`src/rtl/sdram_arbiter_if.sv`:
```
`default_nettype none
// ============================================================================
// Module      : sdram_arbiter_if
// Description : Bundle of requester-side and controller-side signals of the
//               three-port SDRAM command arbiter.
// Revision    : 1.0 - initial release
// ============================================================================
interface sdram_arbiter_if #(
    parameter int ADDR_WIDTH = 26
);
    // Requester side (port n occupies bit/slice n)
    logic [2:0]              req_i;
    logic [2:0]              write_i;
    logic [3*ADDR_WIDTH-1:0] addr_i;
    logic [3*32-1:0]         wdata_i;
    logic [3*4-1:0]          wmask_i;
    logic [2:0]              ack_o;
    logic [2:0]              rvalid_o;
    logic [31:0]             rdata_o;
    logic                    err_o;

    // Controller side
    logic                    sd_req;
    logic                    sd_write;
    logic [ADDR_WIDTH-1:0]   sd_addr;
    logic [31:0]             sd_wdata;
    logic [3:0]              sd_wmask;
    logic                    sd_ready;
    logic                    sd_rvalid;
    logic [31:0]             sd_rdata;

    // Arbiter view
    modport slave (
        input  req_i, write_i, addr_i, wdata_i, wmask_i,
        input  sd_ready, sd_rvalid, sd_rdata,
        output ack_o, rvalid_o, rdata_o, err_o,
        output sd_req, sd_write, sd_addr, sd_wdata, sd_wmask
    );

    // Environment view (requesters plus controller)
    modport master (
        output req_i, write_i, addr_i, wdata_i, wmask_i,
        output sd_ready, sd_rvalid, sd_rdata,
        input  ack_o, rvalid_o, rdata_o, err_o,
        input  sd_req, sd_write, sd_addr, sd_wdata, sd_wmask
    );
endinterface
`default_nettype wire

```
`src/rtl/sdram_arbiter.sv`:
```
`default_nettype none
// ============================================================================
// Module      : sdram_arbiter
// Description : Shares one SDRAM controller command port between VGA (port 0,
//               fixed priority) and CPU ifetch/data (ports 1/2, round-robin).
//               Read data is steered back via an in-order owner-tag FIFO.
// Revision    : 1.0 - initial release
// ============================================================================
module sdram_arbiter #(
    parameter int ADDR_WIDTH = 26,
    parameter int TAG_DEPTH  = 4
) (
    input  logic             clock,
    input  logic             reset,
    sdram_arbiter_if.slave   bus
);
    localparam int c_PTR_W = $clog2(TAG_DEPTH);
    localparam int c_CNT_W = c_PTR_W + 2;
    localparam logic [c_CNT_W-1:0] c_DEPTH = c_CNT_W'(TAG_DEPTH);

    // Command register towards the controller
    logic                  r_sd_req;
    logic                  r_sd_write;
    logic [ADDR_WIDTH-1:0] r_sd_addr;
    logic [31:0]           r_sd_wdata;
    logic [3:0]            r_sd_wmask;
    logic [1:0]            r_sd_port;
    // 1 when port 2 received the most recent 1-vs-2 slot
    logic                  r_last_was_p2;
    logic                  r_err;

    // Owner-tag FIFO
    logic [1:0]            r_tag_mem [TAG_DEPTH];
    logic [c_PTR_W-1:0]    r_wr_ptr;
    logic [c_PTR_W-1:0]    r_rd_ptr;
    logic [c_CNT_W-1:0]    r_count;

    logic                  w_accept;
    logic                  w_load;
    logic [c_CNT_W-1:0]    w_outstanding;
    logic                  w_read_room;
    logic [2:0]            w_eligible;
    logic [2:0]            w_grant;
    logic                  w_fifo_empty;
    logic                  w_fifo_full;
    logic                  w_push;
    logic                  w_pop;
    logic [1:0]            w_head;

    logic                  w_sel_write;
    logic [ADDR_WIDTH-1:0] w_sel_addr;
    logic [31:0]           w_sel_wdata;
    logic [3:0]            w_sel_wmask;
    logic [1:0]            w_sel_port;

    assign w_accept      = r_sd_req & bus.sd_ready;
    assign w_load        = ~r_sd_req | bus.sd_ready;
    // A read sitting in the register already claims a tag slot
    assign w_outstanding = r_count + c_CNT_W'(r_sd_req & ~r_sd_write);
    assign w_read_room   = (w_outstanding < c_DEPTH);
    assign w_eligible    = bus.req_i & (bus.write_i | {3{w_read_room}});

    assign w_fifo_empty  = (r_count == '0);
    assign w_fifo_full   = (r_count == c_DEPTH);
    assign w_pop         = bus.sd_rvalid & ~w_fifo_empty;
    assign w_push        = w_accept & ~r_sd_write & (~w_fifo_full | w_pop);
    assign w_head        = r_tag_mem[r_rd_ptr];

    // Winner selection: port 0 first, then round-robin between ports 1 and 2
    always_comb begin
        w_grant = 3'b000;
        if (w_load && !reset) begin
            if (w_eligible[0]) begin
                w_grant = 3'b001;
            end else if (w_eligible[1] && w_eligible[2]) begin
                w_grant = r_last_was_p2 ? 3'b010 : 3'b100;
            end else if (w_eligible[1]) begin
                w_grant = 3'b010;
            end else if (w_eligible[2]) begin
                w_grant = 3'b100;
            end
        end
    end

    // Gather the granted port's command fields
    always_comb begin
        w_sel_write = 1'b0;
        w_sel_addr  = '0;
        w_sel_wdata = '0;
        w_sel_wmask = '0;
        w_sel_port  = 2'd0;
        for (int n = 0; n < 3; n++) begin
            if (w_grant[n]) begin
                w_sel_write = bus.write_i[n];
                w_sel_addr  = bus.addr_i[n*ADDR_WIDTH +: ADDR_WIDTH];
                w_sel_wdata = bus.wdata_i[n*32 +: 32];
                w_sel_wmask = bus.wmask_i[n*4 +: 4];
                w_sel_port  = 2'(n);
            end
        end
    end

    // Command register: load a grant, otherwise empty on acceptance
    always_ff @(posedge clock) begin
        if (reset) begin
            r_sd_req   <= 1'b0;
            r_sd_write <= 1'b0;
            r_sd_addr  <= '0;
            r_sd_wdata <= '0;
            r_sd_wmask <= '0;
            r_sd_port  <= 2'd0;
        end else if (|w_grant) begin
            r_sd_req   <= 1'b1;
            r_sd_write <= w_sel_write;
            r_sd_addr  <= w_sel_addr;
            r_sd_wdata <= w_sel_wdata;
            r_sd_wmask <= w_sel_wmask;
            r_sd_port  <= w_sel_port;
        end else if (w_accept) begin
            r_sd_req   <= 1'b0;
        end
    end

    // Round-robin pointer moves only on port 1/2 grants; sticky error flag
    always_ff @(posedge clock) begin
        if (reset) begin
            r_last_was_p2 <= 1'b1;
            r_err         <= 1'b0;
        end else begin
            if (w_grant[1]) r_last_was_p2 <= 1'b0;
            if (w_grant[2]) r_last_was_p2 <= 1'b1;
            if (bus.sd_rvalid && w_fifo_empty) r_err <= 1'b1;
        end
    end

    // Tag FIFO pointers and occupancy
    always_ff @(posedge clock) begin
        if (reset) begin
            r_wr_ptr <= '0;
            r_rd_ptr <= '0;
            r_count  <= '0;
        end else begin
            if (w_push) r_wr_ptr <= r_wr_ptr + c_PTR_W'(1);
            if (w_pop)  r_rd_ptr <= r_rd_ptr + c_PTR_W'(1);
            case ({w_push, w_pop})
                2'b10:   r_count <= r_count + c_CNT_W'(1);
                2'b01:   r_count <= r_count - c_CNT_W'(1);
                default: r_count <= r_count;
            endcase
        end
    end

    // Tag storage: owner port of each accepted read
    always_ff @(posedge clock) begin
        if (w_push) r_tag_mem[r_wr_ptr] <= r_sd_port;
    end

    assign bus.ack_o    = w_grant;
    assign bus.rvalid_o = (w_pop && !reset) ? (3'b001 << w_head) : 3'b000;
    assign bus.rdata_o  = bus.sd_rdata;
    assign bus.err_o    = r_err;
    assign bus.sd_req   = r_sd_req;
    assign bus.sd_write = r_sd_write;
    assign bus.sd_addr  = r_sd_addr;
    assign bus.sd_wdata = r_sd_wdata;
    assign bus.sd_wmask = r_sd_wmask;

endmodule
`default_nettype wire

```
`src/flat_wrapper.sv`:
```
// flat-port wrapper written by rule: the top's interface ports become plain ports
module sdram_arbiter_flat 
#(
    parameter int ADDR_WIDTH = 26,
    parameter int TAG_DEPTH  = 4
)
  (clock, reset, bus_req_i, bus_write_i, bus_addr_i, bus_wdata_i, bus_wmask_i, bus_sd_ready, bus_sd_rvalid, bus_sd_rdata, bus_ack_o, bus_rvalid_o, bus_rdata_o, bus_err_o, bus_sd_req, bus_sd_write, bus_sd_addr, bus_sd_wdata, bus_sd_wmask);
  sdram_arbiter_if #(.ADDR_WIDTH(ADDR_WIDTH)) bus_i ();
  input  logic clock;
  input  logic reset;
  input wire logic [$bits(bus_i.req_i)-1:0] bus_req_i;
  input wire logic [$bits(bus_i.write_i)-1:0] bus_write_i;
  input wire logic [$bits(bus_i.addr_i)-1:0] bus_addr_i;
  input wire logic [$bits(bus_i.wdata_i)-1:0] bus_wdata_i;
  input wire logic [$bits(bus_i.wmask_i)-1:0] bus_wmask_i;
  input wire logic [$bits(bus_i.sd_ready)-1:0] bus_sd_ready;
  input wire logic [$bits(bus_i.sd_rvalid)-1:0] bus_sd_rvalid;
  input wire logic [$bits(bus_i.sd_rdata)-1:0] bus_sd_rdata;
  output wire logic [$bits(bus_i.ack_o)-1:0] bus_ack_o;
  output wire logic [$bits(bus_i.rvalid_o)-1:0] bus_rvalid_o;
  output wire logic [$bits(bus_i.rdata_o)-1:0] bus_rdata_o;
  output wire logic [$bits(bus_i.err_o)-1:0] bus_err_o;
  output wire logic [$bits(bus_i.sd_req)-1:0] bus_sd_req;
  output wire logic [$bits(bus_i.sd_write)-1:0] bus_sd_write;
  output wire logic [$bits(bus_i.sd_addr)-1:0] bus_sd_addr;
  output wire logic [$bits(bus_i.sd_wdata)-1:0] bus_sd_wdata;
  output wire logic [$bits(bus_i.sd_wmask)-1:0] bus_sd_wmask;
  assign bus_i.req_i = bus_req_i;
  assign bus_i.write_i = bus_write_i;
  assign bus_i.addr_i = bus_addr_i;
  assign bus_i.wdata_i = bus_wdata_i;
  assign bus_i.wmask_i = bus_wmask_i;
  assign bus_i.sd_ready = bus_sd_ready;
  assign bus_i.sd_rvalid = bus_sd_rvalid;
  assign bus_i.sd_rdata = bus_sd_rdata;
  assign bus_ack_o = bus_i.ack_o;
  assign bus_rvalid_o = bus_i.rvalid_o;
  assign bus_rdata_o = bus_i.rdata_o;
  assign bus_err_o = bus_i.err_o;
  assign bus_sd_req = bus_i.sd_req;
  assign bus_sd_write = bus_i.sd_write;
  assign bus_sd_addr = bus_i.sd_addr;
  assign bus_sd_wdata = bus_i.sd_wdata;
  assign bus_sd_wmask = bus_i.sd_wmask;
  sdram_arbiter #(.ADDR_WIDTH(ADDR_WIDTH), .TAG_DEPTH(TAG_DEPTH)) u_core (.clock(clock), .reset(reset), .bus(bus_i));
endmodule
```
`config.mk`:
```
export PLATFORM = sky130hd
export DESIGN_NAME = sdram_arbiter_flat
export DESIGN_NICKNAME = d
export VERILOG_FILES = /design/src/rtl/sdram_arbiter_if.sv /design/src/rtl/sdram_arbiter.sv /design/src/flat_wrapper.sv
export SDC_FILE = /design/constraint.sdc
export NUM_CORES = 1
export LEC_CHECK = 0
export ABC_AREA = 1
export CAP_MARGIN = 20
export CORE_UTILIZATION = 25
export DETAILED_ROUTE_END_ITERATION = 12
export HOLD_SLACK_MARGIN = 0.1
export PLACE_DENSITY = 0.64
export SLEW_MARGIN = 5
export SYNTH_ARGS = -nofsm -noshare
export SYNTH_HDL_FRONTEND = slang
export SYNTH_SLANG_ARGS = --single-unit
```
`constraint.sdc`:
```
create_clock -name clock -period 6.3 [get_ports clock]
set_input_delay 0.63 -clock clock [delete_from_list [all_inputs] [get_ports clock]]
set_output_delay 0.63 -clock clock [all_outputs]
set_load 0.02 [all_outputs]
```
== Word level (Yosys, flattened, before mapping) ==
Memories as Yosys holds them, arrays and structs flattened. A register that Yosys moved wholly into a read port is not among the register bits.
Cells that the tools add are included.

* Bits of input ports: 228
* Latch bits: 0
* Word-level logic and storage cells: 74
* Memories kept: 1
* Output and inout port bits: 103
* Bits in registers: 76
* Bits in writable memories: 8
* ROM bits: 0

* Add/sub/neg operators: 5
* Multipliers: 0
* Shifts and indexed selects: 1
* Reductions and logical operators: 10
* Div/mod/pow operators: 0
* Muxes and demuxes: 28
* Equal/unequal tests: 3
* Bitwise operators: 14
* Magnitude comparators: 1

{| class="wikitable"
|+ Memories
! memory !! depth !! width !! read ports !! clocked after Yosys merged registers in !! wr ports !! line !! text
|-
| u_core.r_tag_mem || 4 || 2 || 1 || 1 || 1 || sdram_arbiter.sv:33 || <nowiki>logic [1:0] r_tag_mem [TAG_DEPTH];</nowiki>
|}

{| class="wikitable"
|+ Operators with widths
! cell !! number
|-
| 32-bit 2-to-1 mux || 3
|-
| 26-bit 2-to-1 mux || 3
|-
| 3-bit 2-to-1 mux || 7
|-
| 4-bit 2-to-1 mux || 3
|-
| 1-bit 2-to-1 mux || 8
|-
| 4-bit one-hot mux with 2 select lines || 1
|-
| 2-bit 2-to-1 mux || 3
|-
| 2-bit by 1-bit adder with 2-bit output (second input constant) || 2
|-
| 4-bit by 1-bit adder with 4-bit output (second input constant) || 1
|-
| 4-bit adder || 1
|-
| 1-bit AND || 4
|-
| 1-bit by 4-bit AND with 4-bit output || 1
|-
| 4-bit by 3-bit == test with 1-bit output (second input constant) || 1
|-
| 1-bit logical AND || 4
|-
| 4-bit logical NOT || 1
|-
| 4-bit by 3-bit less-than comparator with 1-bit output (second input constant) || 1
|-
| 1-bit inverter || 4
|-
| 1-bit inverter with 4-bit output || 1
|-
| 2-bit nonzero test || 2
|-
| 4-bit by 1-bit subtractor with 4-bit output (second input constant) || 1
|-
| 3-bit AND || 1
|-
| 3-bit bitwise OR || 1
|-
| 3-bit OR reduction || 1
|-
| 1-bit by 2-bit left shift with 3-bit output (first input constant) || 1
|-
| 5 further kinds || 6
|}

== Longest topological paths before layout ==
* Depth after elaboration: 14
* Mapped depth: 14
* Depth with buffers taken out: 13

== Least setup slack after synthesis ==
Ideal clock, no wire load.

* Path kind: input to output
* From: in bus_sd_rvalid
* To: out bus_rvalid_o[2]
* Data arrival time: 1762 ps
* Path buffers: 0
* Path slack: 3908 ps
* Stages on the path: 6
* Required time: 5670 ps
* Cells stage by stage: inv_1 a31oi_1 inv_1 nor2_1 inv_1 nor3_1

* Longest elaborated chain between the ends: 3

{| class="wikitable"
|+ Ends and longest elaborated chain
! element !! line !! text
|-
| from (decl) || flat_wrapper.sv:17 || <nowiki>input wire logic [$bits(bus_i.sd_rvalid)-1:0] bus_sd_rvalid;</nowiki>
|-
| 1-bit AND || sdram_arbiter.sv:65 || <nowiki>assign w_pop = bus.sd_rvalid & ~w_fifo_empty;</nowiki>
|-
| 1-bit logical AND || sdram_arbiter.sv:159 || <nowiki>assign bus.rvalid_o = (w_pop && !reset) ? (3'b001 << w_head) : 3'b000;</nowiki>
|-
| 3-bit 2-to-1 mux || sdram_arbiter.sv:159 ||
|-
| to (decl) || flat_wrapper.sv:20 || <nowiki>output wire logic [$bits(bus_i.rvalid_o)-1:0] bus_rvalid_o;</nowiki>
|}

Every way passes these cells.

== Worst setup path after layout ==
* From: in reset
* To: out bus_ack_o[1]

* Longest elaborated chain between the ends: 3

{| class="wikitable"
|+ Ends and longest elaborated chain
! element !! line !! text
|-
| from (decl) || flat_wrapper.sv:10 || <nowiki>input logic reset;</nowiki>
|-
| 1-bit logical NOT || sdram_arbiter.sv:72 || <nowiki>if (w_load && !reset) begin</nowiki>
|-
| 1-bit logical AND || sdram_arbiter.sv:72 ||
|-
| 3-bit 2-to-1 mux || sdram_arbiter.sv:72 ||
|-
| to (decl) || flat_wrapper.sv:19 || <nowiki>output wire logic [$bits(bus_i.ack_o)-1:0] bus_ack_o;</nowiki>
|}

Every way passes these cells.

==> qor.csv <==
metric,value,unit
number of distinct library cell variants in the gate-level netlist after synthesis,32,
reg2reg start,u_core.r_count[0]$_SDFFE_PP0P_,
I/O pin total,331,
Longest Clk Path Bufs,2,
maximum clock rate,227.3,MHz
initial core utilization,25.49,%
Filler cells,2401,
clock tree from TritonCTS,built,
classification of the worst-slack hold path,flip-flop to flip-flop,
CTS Hold Bufs,0,
power density over the cells,305.7,nW/um^2
post-route setup slack,1901,ps
count of non-filler cells in the finished layout,1356,
Cells after Synth,885,
highest-delay cell along the critical path,sky130_fd_sc_hd__clkdlybuf4s50_1,
core area,22640,sq um
die outline area,23690,sq um
# Max-Cap Violations,0,
transition time of the tightest slew-check pin,981.6,ps
utilization of the core after routing,37.92,%
"Net count, final",1297,
"leading cell type in the layout, fill and taps excluded",sky130_fd_sc_hd__clkdlybuf4s50_1,
worst-path maximum fanout,54,
Final HPWL DP,15.22,mm
number of instances resized during post-cts repair,0,
leakage power figure,3.481,nW
Worst-Skew Late Latency,350,ps
total clock buffers created by CTS,9,
number of design-rule violations left by the first detailed-router iteration,451,
Placed Area,8270,sq um
horizontal extent of the die,153.9,um
Clock Sinks,86,
minimum clock period after layout,4399,ps
via count of the first global-routing pass,6364,
"critical path, cell by cell",clkdlybuf4s50_1 > inv_2 > nand2_1 > a21oi_4 > buf_4 > nand3_4 > inv_1 > clkdlybuf4s50_1,
Placed Cells,1336,
Worst R2R Setup Slack,2930,ps
number of hold-slack violations in the final timing report,0,
Vias/cell,4.961,
DR WL/cell,16.28,um
count of flip-flops with a built-in enable after synthesis,8,
syn avg cell area,6.520,sq um
Post-CTS Setup Inserts,0,
clock transition time at the flip-flop clock pins of the worst setup and hold paths,70,ps
root buffer cell,sky130_fd_sc_hd__clkbuf_16,
final RePlAce weighted congestion,0.7873,
most frequent cells in the layout,"sky130_fd_sc_hd__clkdlybuf4s50_1, sky130_fd_sc_hd__nand4_1, sky130_fd_sc_hd__nand2_1",
total of endpoints with negative setup slack in the final report,0,
Relative slew margins,34.41,%
total negative slack,0,ps
Pre-antenna DRT Iters,5,
peak supply drop,0.0001365,V
critical path's largest stage delay,680,ps
via count,6727,
source of the critical timing path,reset,
total global routing overflow,0,
Netlist Area Pre-Place,5771,sq um
unrepaired setup endpoints after global routing,false,
number of warnings issued by yosys,0,
kind of critical path,input port to output pin,
wire length after detailed routing,22.07,mm
GRT Overall Usage,18.35,%
capturing element type of the critical path,output pin,
total of flip-flops plus latches after synthesis,86,
share of cells above drive strength 1,4.030,%
critical path's most frequent cell,sky130_fd_sc_hd__clkdlybuf4s50_1,
chip height,153.9,um
Post-DRT Antenna Nets,0,
Pwr Total,2.624,mW
max-slew violation count,0,
result of the run,finished clean,
floorplan row count,55,
Hold Startpoint,u_core.bus.err_o$_SDFFE_PP0P_,
Layout Area Growth over Synthesis,48.76,%
final worst-path cycle share,69.83,%
data required time at the worst endpoint,5670,ps
top flip-flop cell by instance count after synthesis,sky130_fd_sc_hd__dfxtp_1,
number of levels the H-tree was split into,3,
share of async-settable or async-resettable flops after synthesis,0,%
launching element type of the critical path,input port,
number of antenna violations at the first check in global routing,5,
"final std cell area, no fill",8584,sq um
nets in the synthesized netlist,1120,
worst slack on hold paths,470.0,ps
count of input and output buffers,266,
first-pass GRT wire length,34.02,mm
sequential share of the synthesized area,31.22,%
setup slack after placement,1893,ps
worst clock skew on the final layout,9.512,ps
pin count of the biggest net entering global routing,76,
number of design rule violations left after detail routing,0,
arrival time at the worst endpoint,3770,ps
-- cell families (layout without fill, tap and decap cells) --
family / Yosys count / in the layout / share of synthesized area [%]
flops: 86 / 86 / 31.22
buf+inv: 205 / 387 / 17.13
simple gates: 554 / 554 / 46.55
other cells: 0 / 4 / 0
fa+ha+maj: 7 / 7 / 1.648
compound gates: 32 / 32 / 3.296
xor+xnor: 1 / 1 / 0.1518
-- per-layer routing --
layer | global-route usage [%] | wire length [um] | up-vias
li1 | - | - | 3340
met2 | 32.06 | 10680 | 270
met1 | 21.31 | 9316 | 3088
met4 | 6.571 | 450 | 0
met3 | 5.130 | 1630 | 29
met5 | 0 | 0 | -
-- report_power, final --
part,switching [mW],total [mW],internal [mW]
logic,0.783,1.33,0.544
registers,0.0780,0.760,0.682
clock network,0.257,0.538,0.281
total,1.12,2.62,1.51
-- Yosys cell counts (4+ instances only) --
cell type	number	share of area [%]
sky130_fd_sc_hd__a21oi_1	12	1.0
sky130_fd_sc_hd__buf_1	12	0.78
sky130_fd_sc_hd__buf_2	28	2.4
sky130_fd_sc_hd__buf_4	37	4.8
sky130_fd_sc_hd__buf_6	6	1.2
sky130_fd_sc_hd__clkbuf_1	30	2.0
sky130_fd_sc_hd__dfxtp_1	78	27
sky130_fd_sc_hd__edfxtp_1	8	4.2
sky130_fd_sc_hd__ha_1	6	1.3
sky130_fd_sc_hd__inv_1	88	5.7
sky130_fd_sc_hd__nand2_1	146	9.5
sky130_fd_sc_hd__nand3_1	67	5.8
sky130_fd_sc_hd__nand3_2	4	0.69
sky130_fd_sc_hd__nand4_1	191	21
sky130_fd_sc_hd__nor2_1	139	9.0
sky130_fd_sc_hd__o21ai_0	11	0.95
-- sequential cells by signal, summed over array words and instances, names as in the netlist, 2 cells and up, named ones only --
name                 flops
u_core.r_count           4
u_core.bus.sd_wmask      4
u_core.r_rd_ptr          2
u_core.bus.sd_addr      26
u_core.r_sd_port         2
u_core.r_wr_ptr          2
u_core.r_tag_mem         8
u_core.bus.sd_wdata     32
-- layout make-up --
cell class	count	area [sq um]	area share [%]
Inverter	92	345.3	4.023
Antenna cell	4	10.01	0.1166
Tap cell	285	356.6	4.154
Timing Repair Buffer	279	2760	32.15
Multi-Input combinational cell	594	3007	35.02
Clock buffer	9	225.2	2.624
Sequential cell	86	1802	20.99
Clock inverter	7	78.83	0.9182
-- critical path, delay by kind of cell --
family                 cells  cell delay (ps)
AOI/OAI and AO/OA          1              130
and+or+nand+nor            2              610
buffers and inverters      5             2380
-- worst paths after layout --
path / cells past startpoint / end
worst max-delay path: 8 / bus_ack_o[1]
worst min-delay path: 1 / u_core.bus.err_o$_SDFFE_PP0P_
worst max register to register: 14 / u_core.bus.sd_wdata[26]$_SDFFE_PP0P_
worst min register to register: 1 / u_core.bus.err_o$_SDFFE_PP0P_
Power figures use the tool's default switching activity.
